===== src/rtl/meteor_pkg.sv =====
// Shared constants and types for the meteor pipeline: screen geometry,
// coordinate width, spawner LFSR taps and spawner FSM encoding.
package meteor_pkg;

    localparam int COORD_W = 10;
    localparam int SCREEN_W = 640;
    localparam int SCREEN_H = 480;
    localparam logic [15:0] LFSR_TAPS = 16'hB400;

    typedef enum logic [1:0] {
        IDLE = 2'd0,
        PICK = 2'd1,
        LOAD = 2'd2
    } spawn_state_t;

endpackage


===== src/rtl/lfsr16.sv =====
// 16-bit right-shifting Galois LFSR; free-runs every cycle outside reset.
module lfsr16
    import meteor_pkg::*;
#(
    parameter logic [15:0] SEED = 16'hACE1
) (
    input  logic        clk,
    input  logic        rst,
    output logic [15:0] state
);

    always_ff @(posedge clk) begin
        if (rst) begin
            state <= SEED;
        end else begin
            state <= (state >> 1) ^ (state[0] ? LFSR_TAPS : 16'h0000);
        end
    end

endmodule


===== src/rtl/meteor_spawner.sv =====
// Meteor slot pool: paces spawns by frame gap, picks a random Y/size from an
// LFSR and pulses a one-hot load into the lowest free slot.
module meteor_spawner #(
    parameter int          NUM_SLOTS = 4,
    parameter int          SCREEN_W  = meteor_pkg::SCREEN_W,
    parameter int          SCREEN_H  = meteor_pkg::SCREEN_H,
    parameter int          MIN_SIZE  = 16,
    parameter int          SPAWN_GAP = 32,
    parameter logic [15:0] LFSR_SEED = 16'hACE1
) (
    input  logic                 clk,
    input  logic                 rst,
    input  logic                 frame_tick,
    input  logic                 game_run,
    input  logic [NUM_SLOTS-1:0] passed_left,
    output logic [NUM_SLOTS-1:0] slot_active,
    output logic [NUM_SLOTS-1:0] spawn_load,
    output logic [9:0]           spawn_x,
    output logic [9:0]           spawn_y,
    output logic [9:0]           spawn_size,
    output logic [7:0]           spawn_count
);
    import meteor_pkg::*;

    localparam logic [7:0] GAP_INIT = 8'(SPAWN_GAP);

    logic [15:0]          lfsr;
    logic [1:0]           unused_lfsr_bits;
    spawn_state_t         state;
    logic [7:0]           gap;
    logic [NUM_SLOTS-1:0] free_onehot;
    logic                 free_found;
    logic [COORD_W-1:0]   pick_size;
    logic [COORD_W-1:0]   pick_room;
    logic [COORD_W-1:0]   pick_yraw;
    logic [COORD_W-1:0]   pick_y;

    lfsr16 #(.SEED(LFSR_SEED)) u_lfsr (
        .clk   (clk),
        .rst   (rst),
        .state (lfsr)
    );

    assign spawn_x          = COORD_W'(SCREEN_W);
    assign unused_lfsr_bits = lfsr[6:5];

    always_comb begin
        free_onehot = '0;
        free_found  = 1'b0;
        for (int i = 0; i < NUM_SLOTS; i++) begin
            if (!slot_active[i] && !free_found) begin
                free_onehot[i] = 1'b1;
                free_found     = 1'b1;
            end
        end
    end

    // Clamp keeps the whole meteor on screen: top Y never exceeds SCREEN_H - size.
    assign pick_size = COORD_W'(MIN_SIZE) + COORD_W'(lfsr[4:0]);
    assign pick_room = COORD_W'(SCREEN_H) - pick_size;
    assign pick_yraw = {1'b0, lfsr[15:7]};
    assign pick_y    = (pick_yraw <= pick_room) ? pick_yraw : pick_room;

    // spawn_load is a one-cycle strobe with no back-pressure; spawn_y and
    // spawn_size are valid exactly while it is high and hold otherwise.
    always_ff @(posedge clk) begin
        if (rst) begin
            state       <= IDLE;
            gap         <= GAP_INIT;
            slot_active <= '0;
            spawn_load  <= '0;
            spawn_y     <= '0;
            spawn_size  <= '0;
            spawn_count <= '0;
        end else if (!game_run) begin
            state       <= IDLE;
            gap         <= GAP_INIT;
            slot_active <= '0;
            spawn_load  <= '0;
        end else begin
            spawn_load  <= '0;
            // spawn_load is nonzero only in LOAD, so the OR lets a load win over a release.
            slot_active <= (slot_active & ~passed_left) | spawn_load;
            if (frame_tick && gap != 8'd0) begin
                gap <= gap - 8'd1;
            end
            case (state)
                IDLE: begin
                    if (gap == 8'd0 && !(&slot_active)) begin
                        state <= PICK;
                    end
                end
                PICK: begin
                    if (free_found) begin
                        spawn_load <= free_onehot;
                        spawn_y    <= pick_y;
                        spawn_size <= pick_size;
                        state      <= LOAD;
                    end else begin
                        state <= IDLE;
                    end
                end
                LOAD: begin
                    gap   <= GAP_INIT;
                    state <= IDLE;
                    if (spawn_count != 8'hFF) begin
                        spawn_count <= spawn_count + 8'd1;
                    end
                end
                default: state <= IDLE;
            endcase
        end
    end

endmodule


===== config.mk =====
export PLATFORM = sky130hd
export DESIGN_NAME = meteor_spawner
export DESIGN_NICKNAME = d
export VERILOG_FILES = /design/src/rtl/meteor_pkg.sv /design/src/rtl/lfsr16.sv /design/src/rtl/meteor_spawner.sv
export SDC_FILE = /design/constraint.sdc
export NUM_CORES = 1
export LEC_CHECK = 0
export CORE_UTILIZATION = 50
export CTS_CLUSTER_DIAMETER = 150
export DETAILED_ROUTE_END_ITERATION = 16
export HOLD_SLACK_MARGIN = 0.15
export PLACE_DENSITY_LB_ADDON = 0.08
export SLEW_MARGIN = 20
export SYNTH_ARGS = -nofsm -noshare
export SYNTH_HDL_FRONTEND = slang
export SYNTH_SLANG_ARGS = --single-unit

===== constraint.sdc =====
create_clock -name clk -period 7.7 [get_ports clk]
set_clock_uncertainty 0.1 [all_clocks]
set_input_delay 1.54 -clock clk [delete_from_list [all_inputs] [get_ports clk]]
set_output_delay 1.54 -clock clk [all_outputs]
set_load 0.005 [all_outputs]

== Word level (Yosys, flattened, before mapping) ==
Cells that the tools add are included.
Storage, ports and cells
  register bits: 62
  output and inout bits: 46
Operators by class
  multiplexer cells: 12
  bitwise gates (word level): 7
  reductions and logical operators: 20
  equal/unequal tests: 4
  add/sub/neg operators: 4
  magnitude comparators: 1
Operators with widths (count)
  two-way mux 16 bit: 1
  XOR 15 x 16 -> 16 bit: 1
  less-or-equal comparator 9 x 10 -> 1 bit: 1
  two-way mux 10 bit: 1
  subtractor 9 x 6 -> 10 bit, first input constant: 1
  adder 8 x 1 -> 8 bit, second input constant: 1
  zero test 8 bit: 1
  inequality test 8 bit, second input constant: 1
  nonzero test 8 bit: 1
  subtractor 8 x 1 -> 8 bit, second input constant: 1
  two-way mux 1 bit: 7
  adder 5 x 5 -> 6 bit, first input constant: 1
  zero test 1 bit: 6
  AND reduction 3 bit: 2
  logical AND 1 bit: 5
  AND 4 bit: 1
  two-way mux 2 bit: 2
  NOT 4 bit: 1
  bitwise OR 4 bit: 1
  one-hot mux 2 bit (2 select lines): 1
  AND reduction 4 bit: 1
  OR reduction 4 bit: 1
  NOT 1 bit: 3
  OR reduction 3 bit: 1
  other kinds (5): 5

== Depth between registers and ports, before layout ==
Gate-level depths: netlist of the first run.
  depth in word-level cells: 11
  mapped depth: 12

== Hierarchy ==
Synthesis of the first run repeated with hierarchy kept, for this count alone.
Second synthesis, totals
  cells, all modules: 269
  area, all modules: 2521.2 sq um
Modules (own cells, without submodules)
  meteor_spawner: times used 1, area an instance 2058.2 sq um, sequential area each 820.8 sq um, cells an instance 233
  lfsr16: times used 1, area an instance 462.9 sq um, sequential area each 320.3 sq um, cells an instance 36

== Worst setup path after synthesis of the first run ==
OpenSTA, ideal clock, no wires.
  path type: register -> register
  start point: register u_lfsr.state[0]
  end point: register spawn_y[5]
  path slack: 4.990 ns
  cell stages (with the launch flop): 13
  clock period less this slack: 2.710 ns
  path buffers: 2
  data arrival time: 2.523 ns
  cells stage by stage: dfxtp_1 -> clkbuf_1 -> inv_1 -> ha_1 -> nor3b_1 -> xnor2_1 -> ha_1 -> and4_4 -> o21a_1 -> o31a_1 -> buf_6 -> and3_4 -> nor4_2
On the way
  cells in the longest elaborated chain, start to end: 4
Ends and longest elaborated chain
  start: declaration: line lfsr16.sv:9  | output logic [15:0] state
  start signal: assignment: line lfsr16.sv:16  | state <= (state >> 1) ^ (state[0] ? LFSR_TAPS : 16'h0000);
  adder 5 x 5 -> 6 bit (*): line meteor_spawner.sv:59  | assign pick_size = COORD_W'(MIN_SIZE) + COORD_W'(lfsr[4:0]);
  subtractor 9 x 6 -> 10 bit (*): line meteor_spawner.sv:60  | assign pick_room = COORD_W'(SCREEN_H) - pick_size;
  less-or-equal comparator 9 x 10 -> 1 bit: line meteor_spawner.sv:62  | assign pick_y = (pick_yraw <= pick_room) ? pick_yraw : pick_room;
  two-way mux 10 bit (*): line meteor_spawner.sv:62
  end signal: assignment: line meteor_spawner.sv:96  | spawn_y <= pick_y;
  end: declaration: line meteor_spawner.sv:19  | output logic [9:0] spawn_y,
Mark *: on every way between the ends. The rest lies on a longest branch, timed or not.
A chain may end at the register's enable or synchronous reset.

== Final worst setup path of the first run ==
  start point: register u_lfsr.state[0]
  end point: register spawn_y[2]
The elaborated chain is that of the path after synthesis.

==> metrics.txt, run 1 <==
run status finished, final reports clean; vias in the first global route ~1,700; post-CTS repair timing setup buffer count 0; setup_tns 0 ns; final hold vios 0; Synth Area in XOR/XNOR 6.65%; DP Wirelength 3190 um; Period Utilization, post-route 39.0%; Finished Layout Cells between 300 and 400; ant diodes 0; Clock Path Buffers 2; fraction of registers with async set/reset 0%; IO Port Bufs 38; Total Routed Length approximately 4600 um; routed vias/inst ~5; mux contribution to synthesized area 2.00%; Leakage 1.18 nW; Clock Power Share 38.6%; max cap viols 0; Min-Delay Path Class register to register; commonest non-fill, non-tap cell in the layout dfxtp_1; most frequent cells in the layout 57 x dfxtp_1, 38 x clkdlybuf4s50_1, 31 x nor2_1; endpoint type of the worst setup path register; Post-CTS Hold Fix Bufs 0; Die X-Extent between 70 and 80 um; predominant post-synthesis flop cell dfxtp_1; die span in y approximately 73 um; synthesized flop and latch total 57; initial detailed-routing violation count between 80 and 90; Boundary Pins 54; row count 25; relative slew slack 54.7%; total gr overflow 0; # DRC 0; CP Class register to register; sw frac approximately a quarter; # fillers ~420; worst slack at placement about 4.4 ns; Pint about 0.46 mW; NetSw between 0.1 and 0.15 mW; GP Congestion 0.787; DR vias between 1,500 and 2,000; CTS Root Cell clkbuf_8; clock latency on the worst-skew pair 0.32 ns; part of the power in registers between 50 and 60%; Netlist Area Pre-Place ~2500 sq um; post-synthesis simple-gate area fraction 21.2%; Slew Limit Fails 0; post-synth top area share 45.6%; combinational share of power 9.9%; Pre-antenna DRT Iters 4; WP data required a little under 8 ns; Period minus WS final roughly 3 ns; worst vdd ir between 0.0001 and 0.00015 V; RSZ-0062 raised after global routing false; Post-DRT Antenna Nets 0; Post-Synth Adder-Cell Area 5.50%; fmax 333 MHz; H-tree Lvls 3; Avg Cell Area, Syn 9.26 sq um; routed len/inst 12.1 um; sequential area share after synthesis 45.6%; DP Cell Count 364; crit path max fanout 10; largest family of logic cells by synthesized area simple AND/OR/NAND/NOR gates; Clock Sinks 57; Yosys cell types a little under 50; EDFF count, synth 0; post_cts resized 0; Core Box Area between 4000 and 5000 sq um; final worst setup slack 4.70 ns; Initial Util a little over half; Post-Syn Instances 270; Area contributors post-synth dfxtp_1 46%, ha_1 5.5%, buf_4 4.8%; Compound-Gate Fraction of Synth Area 10.2%; initial antenna violation count 0; first-pass GRT wire length 7540 um; layout cell share with drive strength beyond 1 approximately 8.4%; synthesis-to-layout area growth 20.8%; dominant cell type by area after synthesis dfxtp_1; final setup violating endpoints 0; TritonCTS clock tree done; pwr dens 201 nW/um^2; full die area 5290 sq um; measured slew at the worst slew-check pin 0.680 ns; Post-layout nets 327; CTS Buf Count 9; Yosys warnings 0; CP Data Arrival Time around 3.2 ns; gr usage total 19.1%; crit path launch type register; Reg clk slew, reported paths approximately 0.060 ns; largest net degree at the start of global routing 45
## worst max-delay path, cell delays in order, from the launching register on
cell	delay, ns
dfxtp_1	0.56
inv_1	0.09
ha_1	0.23
nor3b_1	0.16
xnor2_1	0.21
ha_1	0.28
and4_4	0.20
a41oi_2	0.25
o31a_1	0.43
mux2i_1	0.31
o21a_1	0.13
## final cells by class
type	instances	area [sq um]	area share, %
clock buffer	14	163	5.38
multi-input combinational	187	1190	39.5
sequential	57	1140	37.8
inverter	14	52.6	1.74
tap	67	83.8	2.77
timing repair buffer	39	388	12.8
## flip-flops by register name (all words and copies together) (netlist names)
signal,flops
slot_active,4
spawn_y,9
gap,8
spawn_count,8
state,2
spawn_load,4
u_lfsr.state,16
spawn_size,6
## cell usage after synthesis, drive strengths merged (5+ instances only)
cell    count
a21oi      16
buf        18
clkbuf      7
dfxtp      57
ha         11
inv        14
mux2i       5
nand2      22
nand2b      5
nor2       31
nor2b       6
nor3        5
or2         6
xnor2       8
xor2       11
## layer usage
metal,track usage (%),wire length (um)
met4,9.15,62
met1,25.0,2220
met2,28.0,2080
met5,0,0
met3,6.91,225
## power groups by stage
stage / Clock, mW / Combinational [mW] / Sequential (mW)
finish: 0.234 / 0.0599 / 0.312
global route: 0.255 / 0.0675 / 0.313
CTS: 0.242 / 0.0601 / 0.312
detailed placement: 0 / 0.0596 / 0.318
global placement: 0 / 0.0584 / 0.318
floorplan: 0 / 0.0531 / 0.315
## stage by stage
step	cell area [sq um]	total power, mW	hold slack (ns)	utilization (%)
6_report	3020	0.606	0.323	63.6
2_1_floorplan	2550	0.368	0.289	-
3_3_place_gp	2860	0.377	0.301	60.1
4_1_cts	3020	0.614	0.322	63.6
3_5_place_dp	2860	0.378	0.294	60.1
5_1_grt	3020	0.635	0.336	63.6
## worst paths after layout
kind | endpoint | slack (ns) | cells past startpoint | start
setup / recovery | spawn_y[2] | 4.70 | 10 | u_lfsr.state[0]
hold / removal | u_lfsr.state[5] | 0.32 | 1 | u_lfsr.state[6]
setup reg to reg | spawn_y[2] | 4.70 | 10 | u_lfsr.state[0]
hold reg to reg | u_lfsr.state[5] | 0.32 | 1 | u_lfsr.state[6]
## cells by family after synthesis
family | after synthesis
buffers and inverters | 39
and+or+nand+nor | 102
AOI/OAI and AO/OA | 35
xor gates and xnor gates | 19
DFF | 57
other | 2
adders and majority gates | 11
muxes | 5
No activity file was read; power rests on OpenSTA's default activity.
==> inputs of run 2 (changes only) <==
Clock period 7.7 ns to 2.8 ns, I/O delays scaled along.
==> run 2 against run 1 <==
Compared with the run above: non-clock buffer count up 5; first-iteration DRC count is 28% lower; design area grew 1.9%; die area did not move; final cell count increased by 1.9%; critical path type unchanged.
==> metrics.txt, run 2 (synthesized netlist as in run 1, its figures left out) <==
final hold vios 0 (unchanged); Clock Sinks 57 (unchanged); top routing layer in use met4; routed vias/inst 4.85 (-1.8%); final setup violating endpoints 0 (unchanged); largest net degree at the start of global routing 44 (-2.2%); Clock Path Buffers 2 (unchanged); post-CTS repair timing setup buffer count 0 (unchanged); run status finished, final reports clean; Largest register FFs 16 (unchanged); # fillers 433 (+2.4%); Slowest Stage Delay on Critical Path 0.41 ns (-0.15 ns); Initial Util 52.6% (unchanged); placed inst area 2900 sq um (+1.3%); pwr dens 554 nW/um^2 (+180%); Post-layout nets 332 (+1.5%); crit path max fanout 8 (-2); RSZ-0062 raised after global routing false; Post-CTS Hold Fix Bufs 0 (unchanged); met3 wire length 229 um (+1.8%); CP Data Arrival Time 2.76 ns (-0.41 ns); Leakage 1.21 nW (+2.6%); max cap viols 0 (unchanged); R2R Path End spawn_y[5]; crit path cell chain inv_1 -> ha_1 -> nor3b_2 -> xnor2_1 -> ha_1 -> and4_4 -> o21a_1 -> o31a_2 -> and3_4 -> nor4_2; CTS Root Cell clkbuf_8; H-tree Lvls 3 (unchanged); WHS Path Cells 1 (unchanged); Largest regs u_lfsr.state: 16 flops, spawn_y: 9 flops; synthesis-to-layout area growth 23.1%; Boundary Pins 54 (unchanged); setup_tns 0 ns (unchanged); row count 25 (unchanged); first-pass GRT wire length 7770 um (+3.0%); Slew Limit Fails 0 (unchanged); Die X-Extent 72.7 um (unchanged); worst vdd ir 0.000387 V (+230%); Slowest cell on crit path o31a_2; Total Routed Length 4660 um (+1.5%); Worst Hold End u_lfsr.state[5]; worst reg2reg setup slack 0.18 ns (-4.52 ns); Period minus WS final 2.62 ns (-0.379 ns); most frequent cells in the layout 57 x dfxtp_1, 38 x clkdlybuf4s50_1, 31 x nor2_1; FF-to-FF path depth 10 (unchanged); routed len/inst 12.1 um (-0.32%); met2 WL 2080 um (about the same); total gr overflow 0 (unchanged); Pre-antenna DRT Iters 4 (unchanged); Reg clk slew, reported paths 0.06 ns (about the same); clock latency on the worst-skew pair 0.33 ns (about the same); finished layout cell area 3080 sq um (+1.9%); post_cts resized 0 (unchanged); full die area 5290 sq um (unchanged); initial detailed-routing violation count 58 (-28%); # DRC 0 (unchanged); gr usage total 19.6% (+0.48 points); layout cell share with drive strength beyond 1 11.0% (+2.6 points); CTS Buf Count 9 (unchanged); hold_sp u_lfsr.state[6]; crit path launch type register; DR vias 1,867 (unchanged); Reg with most FFs u_lfsr.state; Post-DRT Antenna Nets 0 (unchanged); ant diodes 0 (unchanged); CP Class register to register; TritonCTS clock tree done; initial antenna violation count 0 (unchanged); GP Congestion 0.837 (+6.3%); WP data required 2.94 ns (-4.93 ns); Core Box Area 4750 sq um (unchanged); vias in the first global route 1,636 (-1.9%); Min-Delay Path Class register to register; die span in y 72.7 um (unchanged); endpoint type of the worst setup path register; Worst path most repeated cell ha_1; fmax 381 MHz (+14%); IO Port Bufs 38 (unchanged); DP Wirelength 3210 um (+0.58%); met1 wire length 2290 um (+3.1%); commonest non-fill, non-tap cell in the layout dfxtp_1; Period Utilization, post-route 93.7% (+55 points); RR Startpoint u_lfsr.state[0]
run 2: changes by cell type in the layout (fill, tap and decap cells not counted), sizes merged:
cell	previous run	this run
buf	1	6
clkinv	0	1
clkinvlp	0	1
run 2: where the power goes:
| group | switching [mW] | internal, mW |
|---|---|---|
| clock network | 0.308 | 0.369 |
| logic | 0.0899 | 0.0818 |
| registers | 0.0217 | 0.835 |
| total | 0.420 | 1.29 |
run 2: worst max path at each step:
stage                          from  slack, ns    endpoint
floorplan           u_lfsr.state[0]       0.09  spawn_y[5]
detailed placement  u_lfsr.state[0]       0.06  spawn_y[1]
global placement    u_lfsr.state[0]       0.11  spawn_y[0]
CTS                 u_lfsr.state[0]       0.02  spawn_y[1]
global route        u_lfsr.state[0]       0.02  spawn_y[1]
finish              u_lfsr.state[0]       0.18  spawn_y[5]
run 2: final cells by class:
class | instances | area (sq um) | share of cell area [%]
repair buffers | 44 | 425 | 13.8
well taps | 67 | 83.8 | 2.72
inverters | 14 | 52.6 | 1.71
clock inverters | 2 | 12.5 | 0.407
flip-flops and latches | 57 | 1140 | 37.1
clock buffers | 14 | 163 | 5.28
multi-input cells | 187 | 1200 | 39.0
run 2: metal layers:
metal  vias to the layer above  track usage, %
li1                        966               -
met1                       856            25.4
met2                        39            29.3
met3                         6            8.56
met4                         0            6.54
met5                         -               0
run 2: worst max-delay path, delay by kind of cell, from the launching register on:
kind | cells | cell delay, ns
compound gates | 2 | 0.52
xor+xnor | 1 | 0.21
fa+ha+maj | 2 | 0.50
buf+inv | 1 | 0.06
flops | 1 | 0.38
simple gates | 4 | 0.76
run 2: metrics by stage:
stage	total power [mW]	cells	worst slack, ns	hold slack (ns)	utilization [%]
6_report	1.71	385	0.176	0.334	64.7
5_1_grt	1.79	385	0.0239	0.354	64.7
4_1_cts	1.72	385	0.0212	0.334	64.6
3_5_place_dp	1.04	369	0.0556	0.307	60.9
3_3_place_gp	1.04	369	0.114	0.317	60.9
2_1_floorplan	1.01	283	0.0896	0.289	-
